## config.mk

```make
export PLATFORM = sky130hd
export DESIGN_NAME = horner_ctrl
export DESIGN_NICKNAME = d
export VERILOG_FILES = /design/src/rtl/horner_ctrl.sv
export SDC_FILE = /design/constraint.sdc
export NUM_CORES = 1
export LEC_CHECK = 0
export BUFFER_PORTS_ARGS = -buffer_cell sky130_fd_sc_hd__buf_2
export CAP_MARGIN = 20
export CORE_ASPECT_RATIO = 0.8
export CORE_MARGIN = 10
export CORE_UTILIZATION = 50
export CTS_BUF_LIST = sky130_fd_sc_hd__clkbuf_16
export CTS_CLUSTER_SIZE = 12
export DETAILED_ROUTE_END_ITERATION = 7
export PLACE_DENSITY = 0.69
export REMOVE_ABC_BUFFERS = 1
export SLEW_MARGIN = 20
export SYNTH_ARGS = -nofsm -noshare
export SYNTH_HDL_FRONTEND = slang
export SYNTH_SLANG_ARGS = --single-unit
```

## constraint.sdc

```tcl
create_clock -name clk -period 5.35 [get_ports clk]
set_input_delay 0.2675 -clock clk [delete_from_list [all_inputs] [get_ports clk]]
set_output_delay 0.2675 -clock clk [all_outputs]
set_load 0.1 [all_outputs]
```

## src/rtl/horner_ctrl.sv

```systemverilog
// rtl/horner_ctrl.sv - Horner-scheme polynomial evaluator with a coefficient bank
//
// Evaluates p(x) = sum coef[i] * x^i for i = 0..degree using Horner's rule.
// The multiplier is external and combinational: this block presents the
// operands on mul_x / mul_coeff and captures mul_out one cycle later.
// All arithmetic wraps modulo 2^W.
//
// Ports
//   clk          system clock, all state updates on the rising edge
//   rst_n        asynchronous active-low reset
//   coeff_we     coefficient write strobe (honoured only in IDLE without start)
//   coeff_addr   coefficient index; index i holds the coefficient of x^i
//   coeff_wdata  coefficient write data
//   start        evaluation request, sampled only in IDLE
//   degree       polynomial degree, latched on an accepted start
//   x            evaluation point, latched on an accepted start
//   mul_x        multiplier operand, the latched x (registered)
//   mul_coeff    multiplier operand, the accumulator (registered)
//   mul_out      product from the external multiplier, same cycle
//   busy         high whenever the FSM is not IDLE
//   done         one-cycle completion pulse
//   result       registered polynomial value, held until the next completion
//   wr_drop      one-cycle pulse flagging a rejected coefficient write

module horner_ctrl #(
  parameter int N_COEF = 8,
  parameter int W      = 32
) (
  input  logic         clk,
  input  logic         rst_n,
  input  logic         coeff_we,
  input  logic [2:0]   coeff_addr,
  input  logic [W-1:0] coeff_wdata,
  input  logic         start,
  input  logic [2:0]   degree,
  input  logic [W-1:0] x,
  output logic [W-1:0] mul_x,
  output logic [W-1:0] mul_coeff,
  input  logic [W-1:0] mul_out,
  output logic         busy,
  output logic         done,
  output logic [W-1:0] result,
  output logic         wr_drop
);

  localparam logic [1:0] ST_IDLE = 2'd0;
  localparam logic [1:0] ST_MUL  = 2'd1;
  localparam logic [1:0] ST_ACC  = 2'd2;

  logic [1:0]   state;
  logic [W-1:0] x_r;
  logic [W-1:0] acc;
  logic [W-1:0] prod;
  logic [W-1:0] result_r;
  logic [2:0]   idx;
  logic         done_r;
  logic         wr_drop_r;
  logic [W-1:0] coef [N_COEF];

  logic         addr_ok;
  logic         accept;
  logic         wr_ok;
  logic         wr_rej;
  logic [2:0]   idx_m1;
  logic [W-1:0] acc_next;

  assign busy      = (state != ST_IDLE);
  assign accept    = (state == ST_IDLE) && start;

  // Out-of-range addresses vanish silently: neither written nor flagged.
  assign addr_ok   = (int'({29'd0, coeff_addr}) < N_COEF);

  // A write collides with an evaluation either while one is running or in
  // the very cycle one is accepted; in both cases the bank must stay frozen
  // so the running evaluation sees a consistent coefficient set.
  assign wr_ok     = coeff_we && addr_ok && !busy && !start;
  assign wr_rej    = coeff_we && addr_ok && (busy || start);

  assign idx_m1    = idx - 3'd1;
  // When idx==1 this is prod + coef[0], i.e. the final polynomial value.
  assign acc_next  = prod + coef[idx_m1];

  assign mul_x     = x_r;
  assign mul_coeff = acc;
  assign done      = done_r;
  assign result    = result_r;
  assign wr_drop   = wr_drop_r;

  always_ff @(posedge clk or negedge rst_n) begin
    if (!rst_n) begin
      state     <= ST_IDLE;
      x_r       <= '0;
      acc       <= '0;
      prod      <= '0;
      result_r  <= '0;
      idx       <= '0;
      done_r    <= 1'b0;
      wr_drop_r <= 1'b0;
      for (int i = 0; i < N_COEF; i++) begin
        coef[i] <= '0;
      end
    end else begin
      done_r    <= 1'b0;
      wr_drop_r <= wr_rej;

      if (wr_ok) begin
        coef[coeff_addr] <= coeff_wdata;
      end

      case (state)
        ST_IDLE: begin
          if (accept) begin
            x_r <= x;
            idx <= degree;
            acc <= coef[degree];
            if (degree == 3'd0) begin
              // Constant polynomial: no multiply needed, finish immediately.
              result_r <= coef[0];
              done_r   <= 1'b1;
            end else begin
              state <= ST_MUL;
            end
          end
        end

        ST_MUL: begin
          prod  <= mul_out;
          state <= ST_ACC;
        end

        ST_ACC: begin
          acc <= acc_next;
          idx <= idx_m1;
          if (idx == 3'd1) begin
            result_r <= acc_next;
            done_r   <= 1'b1;
            state    <= ST_IDLE;
          end else begin
            state <= ST_MUL;
          end
        end

        default: state <= ST_IDLE;
      endcase
    end
  end

endmodule

```

==> metrics.yaml, run 1 <==
route:
  wl_um: 56460
  drt-vias-per-instance: 6.028
  antenna_violating_nets_post_route: 0
  detailroute.via_count: 13890
  drt-wirelength-per-cell_um: 24.49
  drc: 0
  first_pass_iters: 5
  drt_first_iter_violations: 1110
floorplanning:
  initial_core_utilization: 0.5040
  area_of_the_die_um2: 49410
  core_region_area_um2: 40550
  row_count: 66
  floorplan.io_pins: 205
  fp.dieW_um: 246.0
  fp.dieH_um: 200.8
logic_synthesis:
  synth_top_family_by_area: "multiplexers"
  synth-adder-area-share: 0.02119
  multiplexer_fraction_of_the_synthesized_cell_area: 0.3509
  simple_gate_area_share_of_the_yosys_netlist: 0.04096
  synth.yosys.warnings: 0
  avgSynthCellArea_um2: 13.75
  ys_types: 67
  ys_async_sr_fraction: 1.000
  synth-edff-count: 0
  syn-cell-area_um2: 20430
  ys.flop_type: "dfrtp_1"
  synth_compound_gate_area_share: 0.06974
  synth_seq_area_share: 0.4788
  synth-seq-cells: 391
  synthCells: 1486
  yosys.area_share.xor_xnor: 0.01243
setup_path:
  type_of_the_worst_setup_path: "flop to flop"
  worst-endpoint-required_ns: 5.76
  maximum_fanout_count_along_the_critical_path: 23
  sort_of_element_at_the_end_of_the_critical_path: "flop"
  reg2reg_slack_ns: 0.85
  worstSetupStartpointType: "flop"
  timing.critical_path.arrival_ns: 4.91
  critical_path.reg2reg.startpoint: "idx[0]$_DFFE_PN0P_"
  end_of_the_worst_register_to_register_path: "result[28]$_DFFE_PN0P_"
  reg2reg_depth: 15
global_route:
  grt-ovfl-total: 0
  vias_in_the_first_global_route: 14550
  grt_antenna_before_repair: 2
  grt_start_max_net_pins: 144
  grt_use_total: 0.2279
  wire_length_of_the_first_global_routing_pass_um: 87900
sta:
  tns_ns: 0
  timing.final.max_slew_violations: 0
  max_slew.worst_pin.slew_ns: 1.136
  clock-skew-final_ns: 0.01563
  max_slew_margin: 0.2406
  timing.final.setup_violations: 0
  timing.final.crit_share: 0.8411
  grt_setup_unrepaired: "no"
  finalWorstPathRequiredPeriod_ns: 4.500
  hold_viol_final: 0
  timing.fmax_ghz: 0.2222
finish:
  share_of_cells_above_drive_strength_1: 0.4480
  most_common_cell_after_layout_fill_and_taps_aside: "dfrtp_1"
  finish.utilization: 0.5922
  fin_nets: 1870
  layout.filler_cells: 3172
  areaGrowthSynthToFinish_pct: 17.51
  most-common-layout-cells: "dfrtp_1, mux2_2, buf_2"
clock_tree:
  tritoncts: "done"
  clkSlewWorstSetupHoldPaths_ns: 0.06
  numClockSinks: 391
  insertion_delay_ns: 0.55
  cts-buffers-inserted: 43
  cts_htree_levels: 2
  cts-root-buf: "clkbuf_16"
  cts.repair.resized: 0
  worst_case_clock_buffer_depth: 3
job:
  timing.max_cap.violations: 0
run_status:
  status: "finished, final reports clean"
hold_path:
  hold_path_class: "input port to flop"
  hp-start: "start"
  timing.hold.worst_path_depth: 3
  min_delay_worst_endpoint: "wr_drop$_DFF_PN0_"
place:
  finalWeightedCongestion: 0.9003
  dpl.hpwl_um: 36170
  buffer_ports.inserted: 204
==> sequential cells by signal, summed over array words and instances (netlist names) <==
signal and count:
coef 256, done 1, idx 3, mul_coeff 32, mul_x 32, prod 32, result 32, state 2
wr_drop 1
==> cell type report <==
class	count	area (µm²)	share of cell area
Clock buffer	45	1126	0.04690
Sequential cell	391	9788	0.4076
Multi-Input combinational cell	978	10200	0.4247
Tap cell	544	680.7	0.02835
Inverter	18	67.56	0.002814
Clock inverter	29	192.7	0.008025
Antenna cell	2	5.005	0.0002084
Timing Repair Buffer	298	1954	0.08139
==> Yosys cell counts (3+ instances only) <==
cell	n	area, µm²
or3_1	3	18.77
and3_1	7	43.79
xnor2_1	18	157.7
buf_2	34	170.2
o21a_1	7	52.55
inv_1	18	67.56
nor3b_2	3	37.54
a21o_1	9	67.56
nor3_1	3	15.01
nor2b_1	4	25.02
a22oi_1	4	30.03
mux2_1	7	78.83
o211ai_1	14	105.1
nand3_1	8	40.04
o21ai_1	14	70.07
a31oi_1	16	100.1
nor2_1	45	168.9
o221ai_1	3	26.28
ha_1	33	412.9
a211oi_2	3	37.54
nand2b_1	5	31.28
buf_4	13	97.59
mux2_2	344	3874
nand3b_1	5	37.54
mux4_2	128	2883
o21ai_0	65	325.3
mux2i_1	32	320.3
clkbuf_1	43	161.4
o22ai_1	5	31.28
nand2_1	91	341.6
o21bai_1	4	30.03
xor2_1	11	96.34
dfrtp_1	391	9784
a21oi_1	48	240.2
buf_1	9	33.78
==> per-layer routing <==
metal  track usage  vias up  share of wire
li1              -     6093              -
met1        0.3165     7182           0.43
met2        0.3495      550           0.46
met3       0.06742       67          0.095
met4       0.04578        2          0.016
met5             0        -        0.00035
==> repair_timing <==
action	in CTS	in global routing
hold buffers	66	0
hold endpoints to repair	182	0
setup buffers	0	0
==> metrics by stage <==
step | instance area (µm²) | setup slack (ns) | hold slack, ns | instances
2_1_floorplan | 19970 | -1.966 | -0.02809 | 1387
3_3_place_gp | 22020 | 1.029 | 0.4020 | 2163
3_5_place_dp | 22020 | 0.8997 | 0.4200 | 2163
4_1_cts | 24000 | 0.8957 | 0.0007044 | 2303
5_1_grt | 24010 | 0.6488 | 0.04264 | 2303
6_report | 24010 | 0.8500 | 0.01553 | 2305
==> worst max-delay path by stage <==
stage	startpoint	end	slack [ns]
after floorplan	idx[0]$_DFFE_PN0P_	mul_coeff[24]$_DFFE_PN0P_	-1.97
after detailed placement	idx[0]$_DFFE_PN0P_	result[28]$_DFFE_PN0P_	0.90
after global placement	idx[0]$_DFFE_PN0P_	mul_coeff[28]$_DFFE_PN0P_	1.03
after CTS	idx[0]$_DFFE_PN0P_	result[28]$_DFFE_PN0P_	0.90
final	idx[0]$_DFFE_PN0P_	result[28]$_DFFE_PN0P_	0.85
after global routing	idx[0]$_DFFE_PN0P_	result[28]$_DFFE_PN0P_	0.65
==> logic make-up after synthesis <==
logic type,Yosys count
XOR/XNOR,29
buffers and inverters,117
flip-flops,391
multiplexers,512
adder cells (fa/ha/maj),34
AND/OR/NAND/NOR,184
AO/OA/AOI/OAI,219
==> critical path, stage by stage, from the launching register on <==
cell and delay, ns:
dfrtp_4 0.42, inv_1 0.07, ha_2 0.53, buf_4 0.41, buf_4 0.30, mux4_2 0.33
mux2_2 0.29, ha_1 0.37, a211oi_1 0.32, o211ai_1 0.15, a21o_1 0.24, a41o_1 0.25
a21oi_1 0.17, o41ai_2 0.10, xnor2_1 0.32, o21ai_1 0.10
Power of run 1 is left out: the tool's default activity adds up to more than one toggle a clock period on the data nets, which glitch-free logic cannot reach.
==> run 2, diff against run 1 <==
Settings changed: PLACE_DENSITY 0.69 to 0.72.
Clock period 5.35 ns to 3.7 ns, I/O delays scaled along.
==> metrics.yaml, run 2 (synthesized netlist as in run 1, its figures left out) <==
finish:
  diodes: 0  # -2
  share_of_cells_above_drive_strength_1: 0.5227  # +0.07476
  most-common-layout-cells: "dfrtp_1, mux2_2, buf_2"
  fin_nets: 2023  # +8.2%
  areaGrowthSynthToFinish_pct: 28.67
  most_common_cell_after_layout_fill_and_taps_aside: "dfrtp_1"
  top_register: "coef"
  layout.filler_cells: 2862  # -9.8%
  largest_register_ffs: 256  # unchanged
  finish.utilization: 0.6485  # +0.05626
sta:
  hold_viol_final: 0  # unchanged
  clock-skew-final_ns: 0.01469  # -0.0009394 ns
  timing.final.crit_share: 1.014  # +0.1731
  max_slew.worst_pin.slew_ns: 1.073  # -0.06380 ns
  grt_setup_unrepaired: "yes"
  timing.final.max_slew_violations: 0  # unchanged
  timing.fmax_ghz: 0.2665  # +20%
  worst_path_setup_slack_after_routing_ns: -0.05256  # -0.9026 ns
  timing.final.setup_violations: 7  # +7
  fin_hold_ws_ns: 0.03689  # +0.02136 ns
  finalWorstPathRequiredPeriod_ns: 3.753  # -0.7474 ns
  max_slew_margin: 0.2834  # +0.04285
floorplanning:
  core_region_area_um2: 40550  # unchanged
  fp.dieH_um: 200.8  # unchanged
  row_count: 66  # unchanged
  area_of_the_die_um2: 49410  # unchanged
  initial_core_utilization: 0.5040  # unchanged
  floorplan.io_pins: 205  # unchanged
  fp.dieW_um: 246.0  # unchanged
global_route:
  grt_start_max_net_pins: 93  # -35%
  grt_antenna_before_repair: 0  # -2
  grt_use_total: 0.2397  # +0.01173
  wire_length_of_the_first_global_routing_pass_um: 92770  # +5.5%
  vias_in_the_first_global_route: 15540  # +6.9%
  grt-ovfl-total: 0  # unchanged
route:
  drt-wirelength-per-cell_um: 24.55  # +0.25%
  detailroute.via_count: 14940  # +7.5%
  drt-vias-per-instance: 6.079  # +0.86%
  met2RoutedLength_um: 28300  # +9.7%
  wl_um: 60330  # +6.9%
  routed_length_on_met1_um: 24840  # +1.9%
  antenna_violating_nets_post_route: 0  # unchanged
  drt_first_iter_violations: 1314  # +18%
  first_pass_iters: 5  # unchanged
  highest-signal-layer: "met4"
  drc: 0  # unchanged
  detailroute.wirelength.met3_um: 5605  # +4.3%
hold_path:
  hold_path_class: "input port to flop"
setup_path:
  critical-path-top-delay-family: "compound AO/OA/AOI/OAI gates"
  longest_individual_stage_delay_on_the_worst_path_ns: 0.51  # -0.02 ns
  type_of_the_worst_setup_path: "flop to flop"
  worst_path_slowest_cell: "dfrtp_4"
  worstSetupStartpointType: "flop"
  worst-endpoint-required_ns: 4.09  # -1.67 ns
  maximum_fanout_count_along_the_critical_path: 7  # -70%
  timing.critical_path.arrival_ns: 4.15  # -0.76 ns
  cp_cell_sequence: "inv_4, ha_4, buf_12, buf_12, mux4_2, mux2_4, ha_4, a21oi_2, o21ai_2, a211oi_2, a21oi_4, a221oi_4, buf_4, mux2_4, a21oi_2, a21oi_1"
  sort_of_element_at_the_end_of_the_critical_path: "flop"
  crit_buf_inv: 4  # +1
clock_tree:
  cts-buffers-inserted: 43  # unchanged
  worst_case_clock_buffer_depth: 3  # unchanged
  cts_htree_levels: 2  # unchanged
  numClockSinks: 391  # unchanged
  insertion_delay_ns: 0.55  # about the same
  tritoncts: "done"
  cts-root-buf: "clkbuf_16"
  clkSlewWorstSetupHoldPaths_ns: 0.06  # about the same
place:
  buffer_ports.inserted: 204  # unchanged
  dpl.hpwl_um: 37530  # +3.8%
  finalWeightedCongestion: 0.9029  # +0.29%
run_status:
  status: "finished, violations left"
  violations: "negative setup slack"
job:
  timing.max_cap.violations: 0  # unchanged
==> run 2: cell types whose count changed in the layout (fill, tap and decap cells not counted), sizes merged <==
| cell | change |
|---|---|
| inv | -3 |
| bufinv | -1 |
| dlygate4sd3 | +32 |
| diode | -2 |
| clkinv | +5 |
| buf | +121 |
==> run 2: metrics by stage <==
stage          instance area, µm²  setup WS (ns)  TNS (ns)  instances
4_1_cts                     25880      0.0008056         0       2450
2_1_floorplan               19970         -3.616   -247.56       1387
3_5_place_dp                22860        -0.2035    -3.784       2261
3_3_place_gp                22860        -0.1499    -1.544       2261
5_1_grt                     26290        -0.1635    -1.876       2457
6_report                    26290       -0.05256   -0.1643       2457
==> run 2: final cells by class <==
class,instances,area [µm²],share of cell area
Clock buffer,45,1126,0.04283
Clock inverter,30,177.7,0.006757
Tap cell,544,680.7,0.02589
Inverter,18,70.07,0.002665
Multi-Input combinational cell,978,10990,0.4179
Sequential cell,391,9788,0.3723
Timing Repair Buffer,451,3462,0.1317
==> run 2: path summary, 6_finish.rpt <==
check | startpoint | end | slack (ns) | depth (start not counted)
hold / removal | coeff_wdata[21] | coef[181]$_DFFE_PN0P_ | 0.04 | 2
setup reg to reg | idx[0]$_DFFE_PN0P_ | mul_coeff[24]$_DFFE_PN0P_ | -0.05 | 16
max in group asynchronous | rst_n | coef[159]$_DFFE_PN0P_ | 2.51 | 3
hold reg to reg | mul_x[17]$_DFFE_PN0P_ | mul_x[17]$_DFFE_PN0P_ | 0.50 | 1
setup / recovery | idx[0]$_DFFE_PN0P_ | mul_coeff[24]$_DFFE_PN0P_ | -0.05 | 16
min in group asynchronous | rst_n | mul_x[19]$_DFFE_PN0P_ | 0.22 | 2
==> run 2: timing repair <==
action | CTS | global route
endpoints found under the hold margin | 395 | 0
cloned | 5 | 0
pin swaps | 31 | 53
resized for setup | 79 | 80
setup buffers | 11 | 8
hold buffers | 98 | 0
endpoints found under the setup margin | 37 | 41
==> run 2: layer usage <==
layer,GRT usage,vias to the layer above
li1,-,6405
met1,0.3226,7753
met2,0.3753,654
met3,0.06343,125
met4,0.06846,0
met5,0,-
Power of run 2 is left out for the same reason.
==> run 3, diff against run 2 <==
Settings changed: ABC_AREA set to 1, PLACE_DENSITY 0.72 to 0.69.
Clock period 3.7 ns to 4.2 ns, I/O delays scaled along.
==> metrics.yaml, run 3 <==
logic_synthesis:
  post_synth_main_area_contributors: "dfrtp_1, nand2_1, o21ai_0, a21oi_1, inv_1"
  ys_async_sr_fraction: 1.000  # unchanged
  synth_seq_area_share: 0.4538  # -0.02498
  ys_types: 40  # -40%
  synthDominantCellAreaShare: 0.4538  # -0.02498
  synth.yosys.warnings: 0  # unchanged
  synth-seq-cells: 391  # unchanged
  synth_largest_area_cell: "dfrtp_1"
  synthMostInstantiatedCell: "nand2_1"
  avgSynthCellArea_um2: 7.525  # -45%
  synthCells: 2865  # +93%
  synth-edff-count: 0  # unchanged
  yosys-top-cells-count: "nand2_1, o21ai_0, dfrtp_1"
  syn-cell-area_um2: 21560  # +5.5%
  ys.flop_type: "dfrtp_1"
global_route:
  grt_start_max_net_pins: 104  # +12%
  vias_in_the_first_global_route: 20370  # +31%
  wire_length_of_the_first_global_routing_pass_um: 117300  # +26%
  grt_antenna_before_repair: 1  # +1
  grt_use_total: 0.2872  # +0.04754
  grt-ovfl-total: 0  # unchanged
setup_path:
  worst-endpoint-required_ns: 4.69  # +0.60 ns
  maximum_fanout_count_along_the_critical_path: 60  # +53
  worstSetupStartpointType: "flop"
  timing.critical_path.mode_cell: "nand3_1"
  reg2reg_slack_ns: 0.39  # +0.44 ns
  critical-path-top-delay-family: "simple AND/OR/NAND/NOR gates"
  type_of_the_worst_setup_path: "flop to flop"
  worst_path_slowest_cell: "dfrtp_4"
  timing.critical_path.arrival_ns: 4.30  # +0.15 ns
  longest_individual_stage_delay_on_the_worst_path_ns: 0.51  # about the same
  sort_of_element_at_the_end_of_the_critical_path: "flop"
  crit_buf_inv: 3  # -1
  cp_cell_sequence: "inv_2, ha_1, inv_2, buf_12, a21oi_1, a221oi_1, a31oi_1, ha_1, fa_1, nand3_1, nand3_1, nand3_1, nand3_1, nand2_1, nand2_1, nand2_1, nand3_1, a21boi_0"
sta:
  timing.final.crit_share: 0.9071  # -0.1071
  grt_setup_unrepaired: "no"
  tns_ns: 0  # +0.1643 ns
  timing.fmax_ghz: 0.2625  # -1.5%
  timing.final.setup_violations: 0  # -7
  clock-skew-final_ns: 0.01701  # +0.002322 ns
  hold_viol_final: 0  # unchanged
  timing.final.max_slew_violations: 0  # unchanged
  max_slew_margin: 0.3091  # +0.02564
  worst_path_setup_slack_after_routing_ns: 0.3903  # +0.4429 ns
  max_slew.worst_pin.slew_ns: 1.034  # -0.03864 ns
  finalWorstPathRequiredPeriod_ns: 3.810  # +0.05711 ns
clock_tree:
  clkSlewWorstSetupHoldPaths_ns: 0.06  # about the same
  numClockSinks: 391  # unchanged
  cts-root-buf: "clkbuf_16"
  cts.repair_timing.setup_buffer_count: 0  # -11
  cts_htree_levels: 2  # unchanged
  cts-buffers-inserted: 42  # -2.3%
  cts.repair.resized: 0  # -100%
  worst_case_clock_buffer_depth: 3  # unchanged
  insertion_delay_ns: 0.58  # +0.03 ns
  hold_buffers: 98  # unchanged
  tritoncts: "done"
floorplanning:
  floorplan.io_pins: 205  # unchanged
  row_count: 67  # +1.5%
  fp.dieW_um: 252.2  # +2.5%
  core_region_area_um2: 42250  # +4.2%
  fp.dieH_um: 205.7  # +2.4%
  initial_core_utilization: 0.5103  # +0.006295
  area_of_the_die_um2: 51880  # +5.0%
finish:
  fin_nets: 3221  # +59%
  share_of_cells_above_drive_strength_1: 0.1296  # -0.3931
  largest_register_ffs: 256  # unchanged
  areaGrowthSynthToFinish_pct: 17.54
  top_register: "coef"
  finish.utilization: 0.5998  # -0.04866
  most-common-layout-cells: "nand2_1, o21ai_0, dfrtp_1"
  finish.cell_count_without_fillers: 3662  # +49%
  most_common_cell_after_layout_fill_and_taps_aside: "nand2_1"
route:
  antenna_violating_nets_post_route: 0  # unchanged
  wl_um: 75240  # +25%
  drc: 0  # unchanged
  first_pass_iters: 6  # +1
  detailroute.via_count: 21120  # +41%
  drt_first_iter_violations: 2509  # +91%
  drt-vias-per-instance: 5.768  # -5.1%
  drt-wirelength-per-cell_um: 20.55  # -16%
place:
  dpl.hpwl_um: 47870  # +28%
  dp.cells: 3490  # +54%
  buffer_ports.inserted: 204  # unchanged
  pre_cts_ws_ns: 0.4692  # +0.6727 ns
  finalWeightedCongestion: 0.9568  # +6.0%
job:
  timing.max_cap.violations: 0  # unchanged
run_status:
  status: "finished, final reports clean"
hold_path:
  hold_path_class: "input port to flop"
run 3: logic make-up (layout without fill, tap and decap cells):
group / count (synthesis) / count (layout) / synth area share
buf+inv: 530 / 774 / 0.09541
simple gates: 969 / 969 / 0.1808
fa+ha+maj: 34 / 34 / 0.02008
other cells: 0 / 1 / 0
compound gates: 885 / 885 / 0.2209
mux: 53 / 53 / 0.02768
xor+xnor: 3 / 3 / 0.001219
flops: 391 / 391 / 0.4538
run 3: final timing paths:
path                            depth (start not counted)                        end                  from
worst min-delay path                                    3         idx[2]$_DFFE_PN0P_             degree[2]
worst max register to register                         18  mul_coeff[28]$_DFFE_PN0P_    idx[0]$_DFFE_PN0P_
min in group asynchronous                               2      mul_x[13]$_DFFE_PN0P_                 rst_n
worst max-delay path                                   18  mul_coeff[28]$_DFFE_PN0P_    idx[0]$_DFFE_PN0P_
max in group asynchronous                               3      coef[153]$_DFFE_PN0P_                 rst_n
worst min register to register                          2       mul_x[1]$_DFFE_PN0P_  mul_x[1]$_DFFE_PN0P_
run 3: worst min-delay path, cell delays in order:
cell	delay, ns
buf_2	0.14
inv_1	0.08
o221ai_1	0.12
run 3: metrics by stage:
stage | cell area [µm²] | hold slack (ns)
after floorplan | 20820 | -0.08559
after CTS | 25310 | 0.01972
after global placement | 23090 | 0.3233
after detailed placement | 23090 | 0.3338
final | 25340 | 0.04150
after global routing | 25340 | 0.07313
run 3: area by class of cell:
class / count / area [µm²]
antenna: 1 / 2.502
sequential: 391 / 9788
tap: 552 / 690.7
inverter: 351 / 1320
clock buffer: 45 / 1126
clock inverter: 27 / 116.4
timing repair buffer: 351 / 2540
fill: 3847 / 16910
multi-input combinational: 1944 / 9758
run 3: layer usage:
metal	global-route usage	wire, µm	vias to the layer above
met3	0.06040	7848	189
met5	0	0	-
met1	0.3926	31540	9978
met2	0.4397	33150	1146
met4	0.1145	2697	0
li1	-	-	9808
Power of run 3 is left out for the same reason.
